$ cat src/rtl/branch_defs.sv
// Shared definitions for the fetch/branch path: instruction IDs, link register,
// sequencer state encoding and control-instruction classification helpers.
package branch_defs;

    localparam int ID_BEQ  = 15;
    localparam int ID_BNE  = 16;
    localparam int ID_BGT  = 17;
    localparam int ID_BGTE = 18;
    localparam int ID_BLE  = 19;
    localparam int ID_BLEQ = 20;
    localparam int ID_J    = 21;
    localparam int ID_JR   = 22;
    localparam int ID_JAL  = 23;

    localparam int LINK_REG = 31;

    typedef enum logic [2:0] {
        ST_IDLE,
        ST_FETCH,
        ST_ISSUE,
        ST_RESOLVE,
        ST_HALT
    } state_t;

    function automatic logic is_cond_branch(input logic [31:0] id);
        return (id >= 32'(ID_BEQ)) && (id <= 32'(ID_BLEQ));
    endfunction

    function automatic logic is_jump(input logic [31:0] id);
        return (id >= 32'(ID_J)) && (id <= 32'(ID_JAL));
    endfunction

endpackage

$ cat src/rtl/pc_next_calc.sv
// Combinational next-PC and jal link computation from the resolved instruction.
module pc_next_calc
    import branch_defs::*;
#(
    parameter int ADDR_W = 10
) (
    input  logic [ADDR_W-1:0] pc,
    input  logic [31:0]       res_id,
    input  logic [ADDR_W-1:0] res_offset,
    output logic [ADDR_W-1:0] next_pc,
    output logic              link_en,
    output logic [31:0]       link_data
);

    logic [ADDR_W-1:0] pc_inc;

    assign pc_inc    = pc + ADDR_W'(1);
    assign link_data = {{(32-ADDR_W){1'b0}}, pc_inc};

    // NOTE: every output gets a default first so no path can infer a latch.
    always_comb begin
        next_pc = pc_inc;
        link_en = 1'b0;
        if (is_cond_branch(res_id)) begin
            // Offset 0 (not taken) naturally falls back to pc+1; wrap is modulo 2^ADDR_W.
            next_pc = pc_inc + res_offset;
        end else if (is_jump(res_id)) begin
            next_pc = res_offset;
            link_en = (res_id == 32'(ID_JAL));
        end
    end

endmodule

$ cat src/rtl/pc_sequencer.sv
// Program-counter / fetch sequencer: fetch, issue to decode, await branch resolution.
// Optional build macro TAKEN_CNT_EN enables the saturating taken-redirect counter.
module pc_sequencer
    import branch_defs::*;
#(
    parameter int ADDR_W   = 10,
    parameter int RESET_PC = 0,
    parameter int CNT_W    = 16
) (
    input  logic              clk,
    input  logic              reset,
    output logic              imem_req,
    output logic [ADDR_W-1:0] imem_addr,
    input  logic              imem_ack,
    input  logic [31:0]       imem_rdata,
    output logic [31:0]       ir_out,
    output logic              ir_valid,
    input  logic              ir_ready,
    input  logic              res_valid,
    input  logic [31:0]       res_id,
    input  logic [31:0]       res_target,
    input  logic              halt,
    output logic              link_we,
    output logic [31:0]       link_data,
    output logic [ADDR_W-1:0] pc,
    output logic [CNT_W-1:0]  taken_cnt
);

    state_t            state;
    logic [ADDR_W-1:0] calc_next_pc;
    logic              calc_link_en;
    logic [31:0]       calc_link_data;

    pc_next_calc #(.ADDR_W(ADDR_W)) u_next (
        .pc         (pc),
        .res_id     (res_id),
        .res_offset (res_target[ADDR_W-1:0]),
        .next_pc    (calc_next_pc),
        .link_en    (calc_link_en),
        .link_data  (calc_link_data)
    );

    assign imem_addr = pc;

    // NOTE: sequential state uses non-blocking assignments so every register sees pre-edge values.
    always_ff @(posedge clk or posedge reset) begin
        if (reset) begin
            state     <= ST_IDLE;
            pc        <= ADDR_W'(RESET_PC);
            imem_req  <= 1'b0;
            ir_valid  <= 1'b0;
            ir_out    <= '0;
            link_we   <= 1'b0;
            link_data <= '0;
        end else begin
            link_we <= 1'b0;
            case (state)
                ST_IDLE: begin
                    state    <= halt ? ST_HALT : ST_FETCH;
                    imem_req <= ~halt;
                end
                ST_FETCH: begin
                    if (imem_ack) begin
                        imem_req <= 1'b0;
                        ir_out   <= imem_rdata;
                        ir_valid <= 1'b1;
                        state    <= ST_ISSUE;
                    end
                end
                ST_ISSUE: begin
                    if (ir_ready) begin
                        ir_valid <= 1'b0;
                        state    <= ST_RESOLVE;
                    end
                end
                ST_RESOLVE: begin
                    if (res_valid) begin
                        pc       <= calc_next_pc;
                        link_we  <= calc_link_en;
                        if (calc_link_en) link_data <= calc_link_data;
                        state    <= halt ? ST_HALT : ST_FETCH;
                        imem_req <= ~halt;
                    end
                end
                ST_HALT: begin
                    if (!halt) begin
                        state    <= ST_FETCH;
                        imem_req <= 1'b1;
                    end
                end
                default: state <= ST_IDLE;
            endcase
        end
    end

`ifdef TAKEN_CNT_EN
    logic is_taken;

    assign is_taken = is_jump(res_id) || (is_cond_branch(res_id) && (res_target != '0));

    always_ff @(posedge clk or posedge reset) begin
        if (reset) begin
            taken_cnt <= '0;
        end else if (state == ST_RESOLVE && res_valid && is_taken && taken_cnt != '1) begin
            taken_cnt <= taken_cnt + CNT_W'(1);
        end
    end
`else
    // Upper target bits only matter to the counter; tie them off here.
    logic unused_target_hi;

    assign unused_target_hi = &{1'b0, res_target[31:ADDR_W]};
    assign taken_cnt        = '0;
`endif

endmodule

$ cat config.mk
export PLATFORM = sky130hd
export DESIGN_NAME = pc_sequencer
export DESIGN_NICKNAME = d
export VERILOG_FILES = /design/src/rtl/branch_defs.sv /design/src/rtl/pc_next_calc.sv /design/src/rtl/pc_sequencer.sv
export SDC_FILE = /design/constraint.sdc
export NUM_CORES = 1
export LEC_CHECK = 0
export ABC_AREA = 1
export CAP_MARGIN = 20
export CORE_UTILIZATION = 30
export DETAILED_ROUTE_END_ITERATION = 16
export DONT_BUFFER_PORTS = 1
export HOLD_SLACK_MARGIN = 0.06
export PLACE_DENSITY_LB_ADDON = 0.08
export SYNTH_ARGS = -nofsm -noshare
export SYNTH_HDL_FRONTEND = slang
export SYNTH_SLANG_ARGS = --single-unit
$ cat constraint.sdc
create_clock -name clk -period 2.7 [get_ports clk]
set_clock_uncertainty 0.15 [all_clocks]
set_input_delay 0.81 -clock clk [delete_from_list [all_inputs] [get_ports clk]]
set_output_delay 0.81 -clock clk [all_outputs]
set_load 0.02 [all_outputs]
# Yosys cells after proc, flatten, opt, wreduce, memory -nomap -nowiden
# Cells that the tools add are included.
dict set report classes {
  n_mux 19
  n_lt_le_gt_ge 4
  reduce_logical 11
  n_addsub 2
  bitwise_logic 1
  n_eq_ne 9
}
# operator count
set ops {}
lappend ops {{32-bit by 5-bit less-or-equal comparator with 1-bit output, second input constant} 2}
lappend ops {{32-bit by 5-bit == test with 1-bit output, second input constant} 1}
lappend ops {{32-bit by 4-bit greater-or-equal comparator with 1-bit output, second input constant} 1}
lappend ops {{32-bit by 5-bit greater-or-equal comparator with 1-bit output, second input constant} 1}
lappend ops {{10-bit 2-to-1 mux} 2}
lappend ops {{3-bit 2-to-1 mux} 5}
lappend ops {{3-bit one-hot mux with 5 select lines} 1}
lappend ops {{10-bit by 1-bit adder with 10-bit output, second input constant} 1}
lappend ops {{10-bit adder} 1}
lappend ops {{1-bit 2-to-1 mux} 9}
lappend ops {{2-bit != test, second input constant} 4}
lappend ops {{4-bit AND reduction} 2}
lappend ops {{3-bit by 2-bit == test with 1-bit output, second input constant} 2}
lappend ops {{3-bit AND reduction} 2}
lappend ops {{1-bit one-hot mux with 4 select lines} 1}
lappend ops {{2-bit AND reduction} 2}
lappend ops {{4-bit nonzero test} 1}
lappend ops {{3-bit by 1-bit == test with 1-bit output, second input constant} 1}
lappend ops {{3-bit == test, second input constant} 1}
lappend ops {{3-bit logical NOT} 1}
lappend ops {{1-bit logical AND} 2}
lappend ops {{1-bit one-hot mux with 2 select lines} 1}
lappend ops {{2-bit nonzero test} 1}
lappend ops {{1-bit NOT} 1}
dict set report word_totals {
  reg_bits 58
  out_inout_bits 103
}

# Logic depth before layout (Yosys ltp)
# Gate-level depths: netlist (run 1).
dict set report depth {
  ltp_word 6
  depth_mapped 19
  depth_no_buf 19
}

# Cells and area by module
# A second synthesis (run 1) with hierarchy kept.
dict set report unflattened {
  cells_unflattened 653
  hier_area_um2 4733.3
}
# mod n_inst cells_each area_per_inst_um2 seq_area_each_um2
set by_module_without_submodules {}
lappend by_module_without_submodules {pc_sequencer 1 402 3404.5 2001.9}
lappend by_module_without_submodules {pc_next_calc 1 251 1328.8 0.0}

# Worst setup path after synthesis (run 1)
# OpenSTA, ideal clock, no wires.
dict set report synth_path {
  path_type {reg-to-reg}
  from {register pc[0] (netlist: imem_addr[0])}
  to {register pc[9] (netlist: imem_addr[9])}
  required_time_ps 2433
  synth_period_minus_slack_ps 2651
  stages_incl_launch_ff 17
  path_buffers 0
  t_arrival_ps 2384
  path_slack_ps 49
  setup_ps 117
  cell_sequence {dfrtp_1 > ha_1 > nand2_1 > nor2_1 > inv_1 > o21ai_0 > inv_1 > ha_1 > nand2_1 > nor2_1 > nand3_1 > nand3_1 > nand3_1 > nand3_1 > nand2_1 > nand2_1 > nand2_1}
}
dict set report synth_between {
  elab_chain_len 3
  elab_cells_between_ends 4
  classes_between {2 x add/sub; 2 x mux}
}
# element line_no
set synth_rtl {}
lappend synth_rtl {{start, declared} pc_sequencer.sv:25} ;# output logic [ADDR_W-1:0] pc,
lappend synth_rtl {{start signal, assigned} pc_sequencer.sv:49} ;# pc <= ADDR_W'(RESET_PC);
lappend synth_rtl {{start signal, assigned} pc_sequencer.sv:78} ;# pc <= calc_next_pc;
lappend synth_rtl {{10-bit by 1-bit adder with 10-bit output} pc_next_calc.sv:17} ;# assign pc_inc = pc + ADDR_W'(1);
lappend synth_rtl {{net calc_link_data[6]} pc_sequencer.sv:32} ;# logic [31:0] calc_link_data;
lappend synth_rtl {{10-bit adder} pc_next_calc.sv:26} ;# next_pc = pc_inc + res_offset;
lappend synth_rtl {{10-bit 2-to-1 mux} pc_next_calc.sv:24} ;# if (is_cond_branch(res_id)) begin
# The timed path passes the listed nets, and every way through them passes these cells.
# A chain may end at the register's enable or synchronous reset.

# Worst setup path after layout (run 1)
dict set report layout_path {
  from {register pc[1] (netlist: imem_addr[1])}
  to {register pc[6] (netlist: imem_addr[6])}
}
# The elaborated chain is that of the path after synthesis.

==> results.ini, run 1 <==
[floorplanning]
rows=41
die-area_um2=13600
ios=205
start_util_pct=31.0
die_h_um=117
coreArea_um2=12700
chipWidth_um=117

[worst_setup_path]
cp-start-kind=register
end_kind=register
cp_slowest_cell=dfrtp_1
crit_required_ns=2.75
reg2reg_from=imem_addr[1]
crit_start=imem_addr[1]
critPathMostFrequentCell=buf_4
crit_chain=buf_4 -> nand3_1 -> nor2_2 -> buf_4 -> xor2_2 -> ha_2 -> a21oi_2 -> buf_4 -> nand3_1 -> nand2_1 -> nand2_1 -> a21oi_1 -> a21boi_1
cp_slowest_stage_delay_ns=0.37
arrival_ns=2.62
cp_max_fo=6
path_class=register to register

[clocking]
cts_tree=yes
insertion_delay_ns=0.32
cts_buffer_depth=2
postCtsSetupBuffers=0
numCtsBuffers=9
root_buffer=clkbuf_16
clk_pin_slew_ns=0.05
ctsHoldBuffers=0
htree_levels=3
clock_sinks=58

[yosys]
avgSynthCellArea_um2=7.24
ys.flop_type=dfrtp_1
async_reset_ff_share_pct=100
synth_top_area_share_pct=36.8
synth_warnings=0
syn_inst=545
synth_cell_types=38
syn_area_um2=3950
ys_top_cells_by_area=dfrtp_1 37%, nand2_1 17%, buf_4 9.5%
ys_ff_latch=58
synth-edff-count=0
ys_seq_area_share_pct=36.8
synth_area_leader_cell=dfrtp_1

[min_path]
hold_path_class=input pin to async pin

[route]
num_vias=3277
wl_mm=9.86
drc=0
firstDrtPassIters=6
drt-initial-drc-count=196
wire_per_inst_um=13.4
vias_per_cell=4.44
antenna_left=0

[sta]
timing.slew.headroom_pct=58.6
fin_crit_ns=2.58
max_freq_ghz=0.388
finalHoldViolCount=0
fin_tns_setup_ns=0
final-setup-viol-count=0
min_period_over_period_pct=95.4
worstMarginPinSlew_ns=0.620
maxSlewViolCount=0

[power_and_ir_drop]
peakVddDrop_mv=0.317
power_switching_share_pct=47.8
clkPwrFrac_pct=19.4
p_per_area_nw_per_um2=1190
pwr-share-seq_pct=33.8
comb_power_share_pct=46.8
power.total_mw=5.32
p_switching_mw=2.55
leakage_nw=2.41
p_int_mw=2.77

[layout]
finish.instance_area_um2=4480
final_cells=738
syn2layout_area_growth_pct=13.6
drive_above_1_share_pct=15.7
fillerInstances=1399
final_util_pct=35.2
diodes=0
fin_nets=675

[outcome]
outcome=completed

[placement]
dp_hpwl_mm=7.68
dp_cells=723
routabilityCongestion=0.848
dpl_cell_area_um2=4090
port_buffers=0

[flow_run]
drv_cap=0

[global_route]
antenna_found_initial=0
first_global_vias=2955
gr-usage-met1_pct=17.5
grt_max_degree=34
globalRouteOverflowTotal=0
met2_usage_pct=23.4
grt_pass1_wl_mm=15.0
track_usage_pct=14.2
grt.busiest_layer=met2
use_met3_pct=4.93

repair_timing:
action,CTS,global route
endpoints found under the setup margin,2,5
pin swaps,0,6
gates resized for setup,2,21
power by group through the flow:
stage / sequential, mW / combinational, mW / clock (mW)
2_1_floorplan: 1.81 / 1.88 / 0
3_5_place_dp: 1.80 / 2.43 / 0
5_1_grt: 1.85 / 2.84 / 1.12
3_3_place_gp: 1.80 / 2.40 / 0
6_report: 1.80 / 2.49 / 1.03
4_1_cts: 1.79 / 2.44 / 1.07
final cells by class:
type	instances	area [µm²]	share of cell area [%]
clock buffers	12	256	5.72
clock inverters	3	15.0	0.335
inverters	55	206	4.61
multi-input cells	406	2080	46.5
flip-flops and latches	58	1450	32.4
well taps	172	215	4.80
repair buffers	32	253	5.64
flip-flops by register name, summed over array words and instances (netlist names):
name / count
link_we: 1
ir_out: 32
state: 3
link_data: 10
imem_addr: 10
imem_req: 1
ir_valid: 1
critical path: cells and delay by family, from the launching register on:
kind	cells	cell delay, ns
AO/OA/AOI/OAI	3	0.42
XOR/XNOR	1	0.20
adder cells (fa/ha/maj)	1	0.35
buffers and inverters	3	0.42
flip-flops	1	0.37
AND/OR/NAND/NOR	5	0.53
cell usage after synthesis (2+ instances only):
master,n
nand2_1,178
nand3_1,67
dfrtp_1,58
inv_1,54
buf_4,50
nor2_1,38
nand4_1,14
ha_1,10
o21ai_0,9
a21oi_1,8
o21ai_2,8
xor2_1,6
buf_2,5
a21boi_1,4
buf_6,4
nor3_1,4
buf_1,2
clkbuf_1,2
nand2_2,2
nand2_4,2
nor2_2,2
xnor2_1,2
placed cells by master (no fill, tap or decap), types with 4 or more instances in the layout:
cell type,count
nand2_1,175
nand3_1,65
dfrtp_1,58
inv_1,52
conb_1,38
nor2_1,35
buf_4,31
nand4_1,14
o21ai_2,9
clkbuf_16,9
o21ai_0,8
a21oi_1,6
nand2_2,5
ha_1,5
nor2_2,4
nor3_1,4
a21boi_1,4
logic make-up (layout without fill, tap and decap cells):
logic type	after synthesis	after routing	share of synthesized area, %
AOI/OAI and AO/OA	35	35	6.15
xor gates and xnor gates	8	8	1.78
adders and majority gates	11	11	3.68
buffers and inverters	118	102	16.9
DFF	58	58	36.8
other	1	38	0.0951
and+or+nand+nor	314	314	34.6
worst paths after layout:
kind,to,slack (ns),cells after the start
worst max-delay path,imem_addr[6],0.12,13
worst min-delay path,link_data[3],0.30,1
worst max register to register,imem_addr[6],0.12,13
worst min register to register,ir_out[31],0.46,2
max in group asynchronous,ir_out[10],1.51,2
min in group clk,ir_out[31],0.46,2
per-layer routing:
metal / vias up / part of all wire (%)
met5: - / 0
met4: 0 / 1.3
met3: 13 / 8.9
met2: 121 / 46
met1: 1466 / 44
li1: 1677 / -
per-stage QoR:
stage | setup slack (ns) | hold slack, ns
floorplan | 0.0491 | 0.426
global placement | 0.0503 | 0.429
detailed placement | 0.00819 | 0.436
CTS | 0.0241 | 0.325
global route | -0.00272 | 0.352
finish | 0.123 | 0.303
No activity file was read; power rests on OpenSTA's default activity.
==> inputs of run 2 (changes only) <==
Settings changed: CAP_MARGIN 20 to not set.
==> results of run 2 <==
Same layout as run 1: the final DEF is identical, and so are final timing and power.
